--- config.mk ---
export PLATFORM = sky130hd
export DESIGN_NAME = regblock_mp
export DESIGN_NICKNAME = d
export VERILOG_FILES = /design/src/rtl/regblock_pkg.sv /design/src/rtl/regblock_clr_fsm.sv /design/src/rtl/regblock_mp.sv
export SDC_FILE = /design/constraint.sdc
export NUM_CORES = 1
export LEC_CHECK = 0
export CAP_MARGIN = 20
export CELL_PAD_IN_SITES_DETAIL_PLACEMENT = 0
export CELL_PAD_IN_SITES_GLOBAL_PLACEMENT = 1
export CORE_MARGIN = 3
export CORE_UTILIZATION = 41
export CTS_BUF_LIST = sky130_fd_sc_hd__clkbuf_4 sky130_fd_sc_hd__clkbuf_8
export DETAILED_ROUTE_END_ITERATION = 10
export DONT_BUFFER_PORTS = 1
export PLACE_DENSITY = 0.66
export SLEW_MARGIN = 20
export SYNTH_ARGS = -nofsm -noshare
export SYNTH_HDL_FRONTEND = slang
export SYNTH_SLANG_ARGS = --single-unit
--- constraint.sdc ---
create_clock -name clk -period 1.8 [get_ports clk]
set_input_delay 0.18 -clock clk [delete_from_list [all_inputs] [get_ports clk]]
set_output_delay 0.18 -clock clk [all_outputs]
set_load 0.02 [all_outputs]
--- src/rtl/regblock_pkg.sv ---
// Shared types and the byte-enable merge helper for the multi-port register block.
package regblock_pkg;

  typedef enum logic [1:0] {IDLE, CLEAR, DONE} clr_state_e;

  // Widest entry the merge helper handles; callers zero-extend and truncate.
  localparam int MAX_W  = 256;
  localparam int MAX_BE = MAX_W / 8;

  function automatic logic [MAX_W-1:0] be_merge(input logic [MAX_W-1:0]  old_v,
                                                 input logic [MAX_W-1:0]  new_v,
                                                 input logic [MAX_BE-1:0] be);
    logic [MAX_W-1:0] r;
    r = old_v;
    for (int k = 0; k < MAX_BE; k++) begin
      if (be[k]) r[8*k +: 8] = new_v[8*k +: 8];
    end
    return r;
  endfunction

endpackage

--- src/rtl/regblock_clr_fsm.sv ---
// Bulk-clear sequencer: walks ptr over every entry, then pulses done for one cycle.
//
// state | meaning
// IDLE  | waiting for clr_req; writes allowed
// CLEAR | zeroing entry[ptr] each cycle, ptr counts up to DEPTH-1
// DONE  | one-cycle completion pulse, then back to IDLE
module regblock_clr_fsm
  import regblock_pkg::*;
#(
  parameter  int DEPTH = 4,
  localparam int AW    = $clog2(DEPTH)
) (
  input  logic          clk,
  input  logic          rst_n,
  input  logic          clr_req,
  output logic          busy,
  output logic          done,
  output logic [AW-1:0] ptr,
  output logic          clr_we
);

  clr_state_e state;

  always_ff @(posedge clk or negedge rst_n) begin
    if (!rst_n) begin
      state  <= IDLE;
      ptr    <= '0;
      busy   <= 1'b0;
      done   <= 1'b0;
      clr_we <= 1'b0;
    end else begin
      case (state)
        IDLE: begin
          if (clr_req) begin
            state  <= CLEAR;
            ptr    <= '0;
            busy   <= 1'b1;
            clr_we <= 1'b1;
          end
        end
        CLEAR: begin
          ptr <= ptr + AW'(1);
          if (ptr == AW'(DEPTH - 1)) begin
            state  <= DONE;
            clr_we <= 1'b0;
            done   <= 1'b1;
          end
        end
        DONE: begin
          state <= IDLE;
          busy  <= 1'b0;
          done  <= 1'b0;
        end
        default: begin
          state  <= IDLE;
          busy   <= 1'b0;
          done   <= 1'b0;
          clr_we <= 1'b0;
        end
      endcase
    end
  end

endmodule

--- src/rtl/regblock_mp.sv ---
// Parametrised register block: byte-enable writes, NRD registered read ports with
// write-to-read bypass, and a sequenced bulk clear that looks atomic to readers.
module regblock_mp
  import regblock_pkg::*;
#(
  parameter  int WIDTH = 32,
  parameter  int DEPTH = 4,
  parameter  int NRD   = 2,
  localparam int AW    = $clog2(DEPTH)
) (
  input  logic                 clk,
  input  logic                 rst_n,
  input  logic                 wr_en,
  input  logic [AW-1:0]        wr_index,
  input  logic [WIDTH/8-1:0]   wr_be,
  input  logic [WIDTH-1:0]     wr_data,
  output logic                 wr_ready,
  input  logic [NRD-1:0]       rd_en,
  input  logic [NRD*AW-1:0]    rd_index,
  output logic [NRD*WIDTH-1:0] rd_data,
  output logic [NRD-1:0]       rd_valid,
  input  logic                 clr_req,
  output logic                 clr_busy,
  output logic                 clr_done
);

  logic [WIDTH-1:0] mem [DEPTH];
  logic [AW-1:0]    clr_ptr;
  logic             clr_we;
  logic             wr_acc;
  logic [WIDTH-1:0] wr_merged;

  regblock_clr_fsm #(.DEPTH(DEPTH)) u_clr_fsm (
    .clk     (clk),
    .rst_n   (rst_n),
    .clr_req (clr_req),
    .busy    (clr_busy),
    .done    (clr_done),
    .ptr     (clr_ptr),
    .clr_we  (clr_we)
  );

  assign wr_ready  = ~clr_busy;
  assign wr_acc    = wr_en & wr_ready;
  assign wr_merged = WIDTH'(be_merge(MAX_W'(mem[wr_index]), MAX_W'(wr_data), MAX_BE'(wr_be)));

  // clr_we and wr_acc are mutually exclusive because wr_ready is low for the whole clear.
  always_ff @(posedge clk or negedge rst_n) begin
    if (!rst_n) begin
      for (int e = 0; e < DEPTH; e++) mem[e] <= '0;
    end else if (clr_we) begin
      mem[clr_ptr] <= '0;
    end else if (wr_acc) begin
      mem[wr_index] <= wr_merged;
    end
  end

  for (genvar i = 0; i < NRD; i++) begin : g_rd
    logic [AW-1:0]    idx;
    logic [WIDTH-1:0] rd_next;
    logic [WIDTH-1:0] rd_q;
    logic             vld_q;

    assign idx = rd_index[i*AW +: AW];

    always_comb begin
      rd_next = mem[idx];
      if (clr_busy) rd_next = '0;
      else if (wr_acc && (wr_index == idx)) rd_next = wr_merged;
    end

    always_ff @(posedge clk or negedge rst_n) begin
      if (!rst_n) begin
        rd_q  <= '0;
        vld_q <= 1'b0;
      end else begin
        vld_q <= rd_en[i];
        if (rd_en[i]) rd_q <= rd_next;
      end
    end

    assign rd_data[i*WIDTH +: WIDTH] = rd_q;
    assign rd_valid[i]               = vld_q;
  end

endmodule

Word level (Yosys, flattened, before mapping)
Cells that the tools add are included.
Word-level totals
  flip-flop bits (word level): 201
  input bits: 48
  output and inout bits: 69
  word-level logic and storage cells: 85
Operators by class
  $add $sub $neg: 1
  order comparisons: 6
  equal/unequal tests: 7
  muxes and demuxes: 35
  bitwise logic cells: 11
  reductions and logical operators: 12
Operators with widths (count)
  32-bit 2-to-1 mux: 12
  128-bit 2-to-1 mux: 2
  32-bit binary-select mux with 2-bit select: 3
  128-bit AND: 1
  128-bit bitwise mux: 1
  32-bit demux with 2-bit select: 2
  128-bit NOT: 1
  8-bit 2-to-1 mux: 4
  3-bit >= comparator (second input constant): 4
  2-bit NOT with 3-bit output: 4
  2-bit one-hot mux with 2 select lines: 2
  2-bit AND reduction: 4
  3-bit by 1-bit less-than comparator with 1-bit output (second input constant): 2
  2-bit 2-to-1 mux: 3
  2-bit equality test: 2
  2-bit equality test (second input constant): 2
  1-bit logical AND: 4
  1-bit NOT: 4
  1-bit one-hot mux with 2 select lines: 2
  2-bit nonzero test: 2
  1-bit 2-to-1 mux: 3
  1-bit one-hot mux with 3 select lines: 1
  3-bit AND reduction: 1
  2-bit by 1-bit adder with 2-bit output (second input constant): 1
  other kinds (5): 5

Longest topological paths before layout
Gate-level depths: netlist of the first run.
  depth after elaboration: 8
  depth in mapped cells: 8
  gate-level depth less buffers: 4

By module
Synthesis of the first run repeated with hierarchy kept, for this count alone.
Unflattened totals
  cell total of the unflattened synthesis: 1150
  area total of the unflattened synthesis: 11687.5 um^2
Modules (own cells, without submodules)
  regblock_mp: instances 1, cells an instance 1126, area each 11415.9 um^2, sequential area each 4854.7 um^2
  regblock_clr_fsm: instances 1, cells an instance 24, area each 271.5 um^2, sequential area each 175.2 um^2

Worst setup path before layout of the first run
Ideal clock, no wire load.
  path type: reg2reg
  start: register u_clr_fsm.busy
  end: register g_rd[1].rd_q[26]
  setup time: 0.082 ns
  data arrival time: 1.749 ns
  slack: -0.031 ns
  stages on the path, launching flop included: 7
  buffers on the path: 2
  clock period less this slack: 1.831 ns
  cells stage by stage: dfrtp_1 -> nand2b_4 -> or3_1 -> buf_2 -> buf_6 -> or3_1 -> a31oi_1
Between the ends
  longest elaborated chain between the ends: 5
RTL lines
  start: declaration: RTL line regblock_clr_fsm.sv:16  | output logic busy,
  start signal: assignment: RTL line regblock_clr_fsm.sv:28  | busy <= 1'b0;
  start signal: assignment: RTL line regblock_clr_fsm.sv:37  | busy <= 1'b1;
  start signal: assignment: RTL line regblock_clr_fsm.sv:51  | busy <= 1'b0;
  1-bit NOT: RTL line regblock_mp.sv:43  | assign wr_ready = ~clr_busy;
  1-bit AND: RTL line regblock_mp.sv:44  | assign wr_acc = wr_en & wr_ready;
  1-bit logical AND: RTL line regblock_mp.sv:69  | else if (wr_acc && (wr_index == idx)) rd_next = wr_merged;
  32-bit 2-to-1 mux: RTL line regblock_mp.sv:69
  32-bit 2-to-1 mux *: RTL line regblock_mp.sv:68  | if (clr_busy) rd_next = '0;
  end signal: assignment: RTL line regblock_mp.sv:78  | if (rd_en[i]) rd_q <= rd_next;
  end: declaration: RTL line regblock_mp.sv:61  | logic [WIDTH-1:0] rd_q;
Every way passes the cells marked *; elsewhere a longest branch is shown, timed or not.
A chain may end at the register's enable or synchronous reset.

Final worst setup path of the first run
  start: register u_clr_fsm.busy
  end: register g_rd[0].rd_q[17]
Between the ends
  longest elaborated chain between the ends: 5
RTL lines (RTL line)
  1-bit NOT: regblock_mp.sv:43
  1-bit AND: regblock_mp.sv:44
  1-bit logical AND: regblock_mp.sv:69
  32-bit 2-to-1 mux: regblock_mp.sv:69
  32-bit 2-to-1 mux *: regblock_mp.sv:68
  end signal: assignment: regblock_mp.sv:78
  end: declaration: regblock_mp.sv:61
Marked as above.

==> results of run 1 <==
[area by class of cell]
cell class              instances  share of cell area (%)
diodes                          2                  0.0403
clock buffers                  66                    6.46
clock inverters                 1                  0.0604
inverters                       4                   0.121
multi-input cells             653                    44.8
flip-flops and latches        201                    40.5
well taps                     335                    3.37
repair buffers                 53                    4.64
[cells in the final DEF, fill, tap and decap left out, types with 17 or more instances in the layout]
cell      instances
buf_4            36
a22o_1          159
dfrtp_1         200
nor2b_1          37
o21ai_0          67
clkbuf_4         17
mux2i_1          64
nor2_1           34
or3_1            59
mux4_2           64
clkbuf_8         49
a31oi_1          63
nand2_1          70
[per-stage QoR]
step                TNS, ns  setup slack (ns)  util [%]
floorplan                 0           0.00114         -
global placement      -1.23           -0.0606      43.8
detailed placement    -2.95           -0.0889      43.8
CTS                       0            0.0136      47.3
global route        -0.0770           -0.0183      47.4
finish                    0            0.0384      47.4
[what timing repair did]
item                                    CTS  global route
endpoints found under the setup margin   61            21
gates resized for setup                   3             5
cloned                                    1             0
hold endpoints to repair                271           201
pin swaps                                 0             9
[kinds of logic (layout without fill, tap and decap cells)]
| logic type | Yosys count | after routing | share of synthesized area, % |
|---|---|---|---|
| fa+ha+maj | 4 | 4 | 0.454 |
| buf+inv | 94 | 124 | 4.42 |
| compound gates | 299 | 299 | 19.8 |
| simple gates | 217 | 217 | 10.3 |
| xor+xnor | 4 | 4 | 0.318 |
| mux | 129 | 129 | 19.0 |
| other cells | 0 | 2 | 0 |
| flops | 201 | 201 | 45.7 |
[worst max-delay path: stages (launching register included)]
cell,delay [ns]
dfrtp_2,0.39
nand2b_4,0.14
or3_4,0.43
buf_12,0.19
or3_1,0.34
a31oi_2,0.17
[Yosys cell counts, types with 11 or more instances]
| library cell | instances |
|---|---|
| clkbuf_1 | 59 |
| nor2b_1 | 37 |
| mux2i_1 | 64 |
| dfrtp_1 | 201 |
| nand2_1 | 70 |
| nor2_1 | 34 |
| buf_6 | 13 |
| buf_2 | 11 |
| a31oi_1 | 64 |
| a22o_1 | 159 |
| or3_1 | 62 |
| o21ai_0 | 67 |
| mux4_2 | 64 |
[per-layer routing]
metal  track usage, %  part of all wire (%)  vias up
li1                 -                     -     3703
met1             33.4                    43     4352
met2             37.2                    47      358
met3             5.76                   8.5       39
met4             5.54                   1.5        0
met5                0                     0        -
[state kept, by name, summed over array words and instances (netlist names)]
name / flops
u_clr_fsm.ptr: 2
u_clr_fsm.state: 2
g_rd.vld_q: 2
u_clr_fsm.busy: 1
mem: 128
u_clr_fsm.done: 1
g_rd.rd_q: 64
u_clr_fsm.clr_we: 1
[report_power, final]
group	switching, mW	internal, mW	total [mW]
combinational	1.91	1.72	3.63
clock	1.95	2.78	4.73
sequential	1.06	5.30	6.37
[worst min path at each step]
stage | startpoint | end | slack, ns | cells after the start
2_1_floorplan | rst_n | g_rd[0].rd_q[0] | -0.12 | 0
3_3_place_gp | rst_n | g_rd[0].rd_q[17] | -0.11 | 0
3_5_place_dp | rst_n | g_rd[1].rd_q[19] | -0.10 | 0
4_1_cts | rst_n | g_rd[0].rd_q[23] | -0.68 | 0
5_1_grt | rst_n | g_rd[0].rd_q[19] | -0.67 | 0
6_report | rst_n | g_rd[0].rd_q[19] | -0.63 | 0
==> metrics, run 1 <==
Seq/Total Area, Yosys about 46%; Post-CTS Setup Inserts 0; total number of vias 8452; register area about 0.005 mm^2; # setup viols final 0; mapped cell area 0.0110 mm^2; total power 14.7 mW; Slew @ Worst Pin 0.721 ns; CTS sink count roughly 200; Num CTS Buffers 39; nets@finish 1004; syn_area_per_cell 11.6 um^2; Worst VDD drop around 530 uV; DIE AREA 0.0289 mm^2; fraction of layout cells with a size suffix above 1 between 20% and 30%; FILL cells 2416; final WL 34000 um; RSZ-0062 raised after global routing yes; Layout area overhead 12.8%; drt via density 6.43; Inst Count DP around 1200; pins over their slew limit 0; num rows 59; power per cell area 1190 mW/mm^2; outcome finished with violations; Max Cap Viol 0; DRC Markers 0; Worst slew margin 51.9%; post-synth top area share approximately 46%; first-pass GRT wire length 52700 um; final worst path period need 1.76 ns; number of hold buffers added after CTS 5; Post-synth EDFFs 0; router iterations before antenna repair 5; largest net degree at the start of global routing 202; critical path capture point type flip-flop; reg2reg end g_rd[0].rd_q[17]; Core Region 0.0262 mm^2; clk slew on worst S/H paths 0.06 ns; GP Congestion 0.772; wire length per cell 25.9 um; critical path type reg2reg; Hold Path Class in2async; Yosys reg bits ~200; top area cells in the synthesized netlist dfrtp_1, mux4_2, a22o_1; Final Cell Area approximately 0.012 mm^2; Worst Skew 0.0106 ns; failing checks hold timing; CTS Root Cell clkbuf_8; dpl cell area approximately 0.011 mm^2; Max Fclk 568 MHz; Post-DRT Antenna Nets 0; crit share post-route 97.9%; Data required, critical path 2.24 ns; total track usage 23.6%; Chip Height 170 um; clk_lat worst skew roughly 0.52 ns; Arrival @ worst endpoint 2.20 ns; startpoint types flip-flop; Syn. warnings 0; Main synth FF type dfrtp_1; Worst Setup SP u_clr_fsm.busy; area of the multi-input gates 0.00557 mm^2; number of distinct library cells after synthesis 32; die span in x 170 um; vias in the first global route 8490; First DRT Iteration DRCs 625; initial antenna violation count 2; Worst Reg-to-Reg Cells 5; H-tree Lvls 2; Pleak 5.33 nW; biggest area consumer among synthesized cells dfrtp_1; setup slack, reg-to-reg 0.04 ns; input/output buffers 0; Initial Util 42.0%; Max clock buf depth 3; share of async-settable or async-resettable flops after synthesis 100%; final hold vios between 200 and 250; Mapped Cells between 900 and 1000; HPWL Detailed 19200 um; CP max FO 25; Critical R2R Launch u_clr_fsm.busy; Net Count, Synth 1000; CP endpoint g_rd[0].rd_q[17]; I/O pins 117; grt ovf 0; Hold WS -0.631 ns; final std cells w/o fill 1315; CTS tree done
No activity file was read; power rests on OpenSTA's default activity.
==> inputs of run 2 (changes only) <==
Clock period 1.8 ns to 1.6 ns, I/O delays scaled along.
==> metrics, run 2 (same netlist as run 1, synthesis figures left out) <==
number of diodes 0; die span in x 170 um; Crit path buffers/inverters 2; grt ovf 0; power per cell area about 1300 mW/mm^2; Max Cap Viol 0; DP Worst Slack -0.232 ns; HPWL Detailed 19500 um; RSZ-0062 raised after global routing yes; highest metal used met4; vias in the first global route 8945; input/output buffers 0; drt via density 6.44; Core Region ~0.026 mm^2; Hold WS -0.682 ns; max reg flops 128; most frequent cells in the layout dfrtp_1, a22o_1, o21ai_0, nand2_1; slowest CP cell dfrtp_2; initial antenna violation count 0; fraction of layout cells with a size suffix above 1 21.6%; max incr delay on CP 0.40 ns; Arrival @ worst endpoint 2.14 ns; Worst Reg-to-Reg Cells 6; Pleak ~5.5 nW; startpoint types flip-flop; final hold vios 201; Top Registers mem (128), g_rd.rd_q (64); Post-DRT Antenna Nets 0; Setup TNS Final -10.40 ns; met1 wire length 15400 um; critical path capture point type flip-flop; Max clock buf depth 3; CTS tree done; number of hold buffers added after CTS 9; first-pass GRT wire length roughly 55000 um; Initial Util between 40 and 50%; failing checks hold timing, setup timing; Slew @ Worst Pin around 0.79 ns; most common cell after layout, fill and taps aside dfrtp_1; setup ws final -0.130 ns; num rows 59; CTS sink count 201; clk_lat worst skew around 0.54 ns; clk slew on worst S/H paths 0.06 ns; final WL 35900 um; critical-path cell list nand2b_4 > buf_4 > nor4b_4 > a21oi_4 > clkbuf_16 > a22o_1; Worst slew margin 47.3%; wire length per cell about 27 um; DR WL met2 16300 um; Biggest register mem; GP Congestion slightly below 0.8; final worst path period need 1.73 ns; CTS Root Cell clkbuf_8; nets@finish 1025; Top Family by Delay on Critical Path simple AND/OR/NAND/NOR gates; Worst path depth 6; Hold Path Class in2async; total track usage 24.8%; Worst Skew between 0.02 and 0.025 ns; Chip Height 170 um; CP max FO 8; outcome finished with violations; pins over their slew limit 0; Worst VDD drop 609 uV; I/O pins 117; DRC Markers 0; critical path type reg2reg; WL met3 2850 um; First DRT Iteration DRCs 686; Layout area overhead 16.7%; # setup viols final ~150; Max Fclk slightly below 600 MHz; crit share post-route 108%; total number of vias about 8600; FILL cells 2344; H-tree Lvls 2; router iterations before antenna repair 5; DIE AREA 0.0289 mm^2; Data required, critical path 2.01 ns; largest net degree at the start of global routing slightly above 200; Num CTS Buffers 38
==> run 2: repair_timing <==
| action | in CTS | in global routing |
|---|---|---|
| pin swaps | 4 | 20 |
| endpoints found under the setup margin | 126 | 172 |
| buffers inserted | 9 | 3 |
| resized for setup | 24 | 8 |
| hold endpoints to repair | 271 | 201 |
| gates cloned | 4 | 5 |
==> run 2: layout make-up <==
class	instances	area, um^2	share of cell area, %
Clock buffer	61	777	6.04
Clock inverter	5	27.5	0.214
Timing Repair Buffer	75	991	7.71
Tap cell	335	419	3.26
Inverter	4	15.0	0.117
Multi-Input combinational cell	653	5590	43.5
Sequential cell	201	5030	39.1
==> run 2: final timing paths <==
| check | to | startpoint | slack, ns |
|---|---|---|---|
| max | mem[94] | u_clr_fsm.busy | -0.13 |
| min | g_rd[1].rd_q[25] | rst_n | -0.68 |
| max reg2reg | mem[94] | u_clr_fsm.busy | -0.13 |
| min reg2reg | u_clr_fsm.state[0] | u_clr_fsm.state[1] | 0.51 |
| max in group asynchronous | g_rd[1].rd_q[11] | rst_n | 1.89 |
| min in group clk | g_rd[0].rd_q[9] | wr_data[9] | 0.02 |
==> run 2: where the power goes <==
| group | leakage [nW] | internal (mW) | switching, mW | total (mW) |
|---|---|---|---|---|
| sequential | 2.72 | 5.96 | 1.23 | 7.19 |
| combinational | 2.39 | 2.34 | 2.34 | 4.68 |
| clock | 0.428 | 3.06 | 2.23 | 5.30 |
| total | 5.54 | 11.4 | 5.80 | 17.2 |
==> run 2: stage by stage <==
step                area (um^2)  instances  power, mW  util, %
floorplan                 11100        948       9.80        -
global placement          11500       1239       11.3     44.0
detailed placement        11500       1239       11.4     44.0
CTS                       12700       1327       17.0     48.5
global route              12900       1334       18.0     49.1
finish                    12900       1334       17.2     49.1
==> run 2: layer usage <==
metal,GRT usage [%],up-vias
met5,0,-
met4,8.85,0
met3,5.78,79
met2,38.7,336
met1,34.2,4435
li1,-,3737
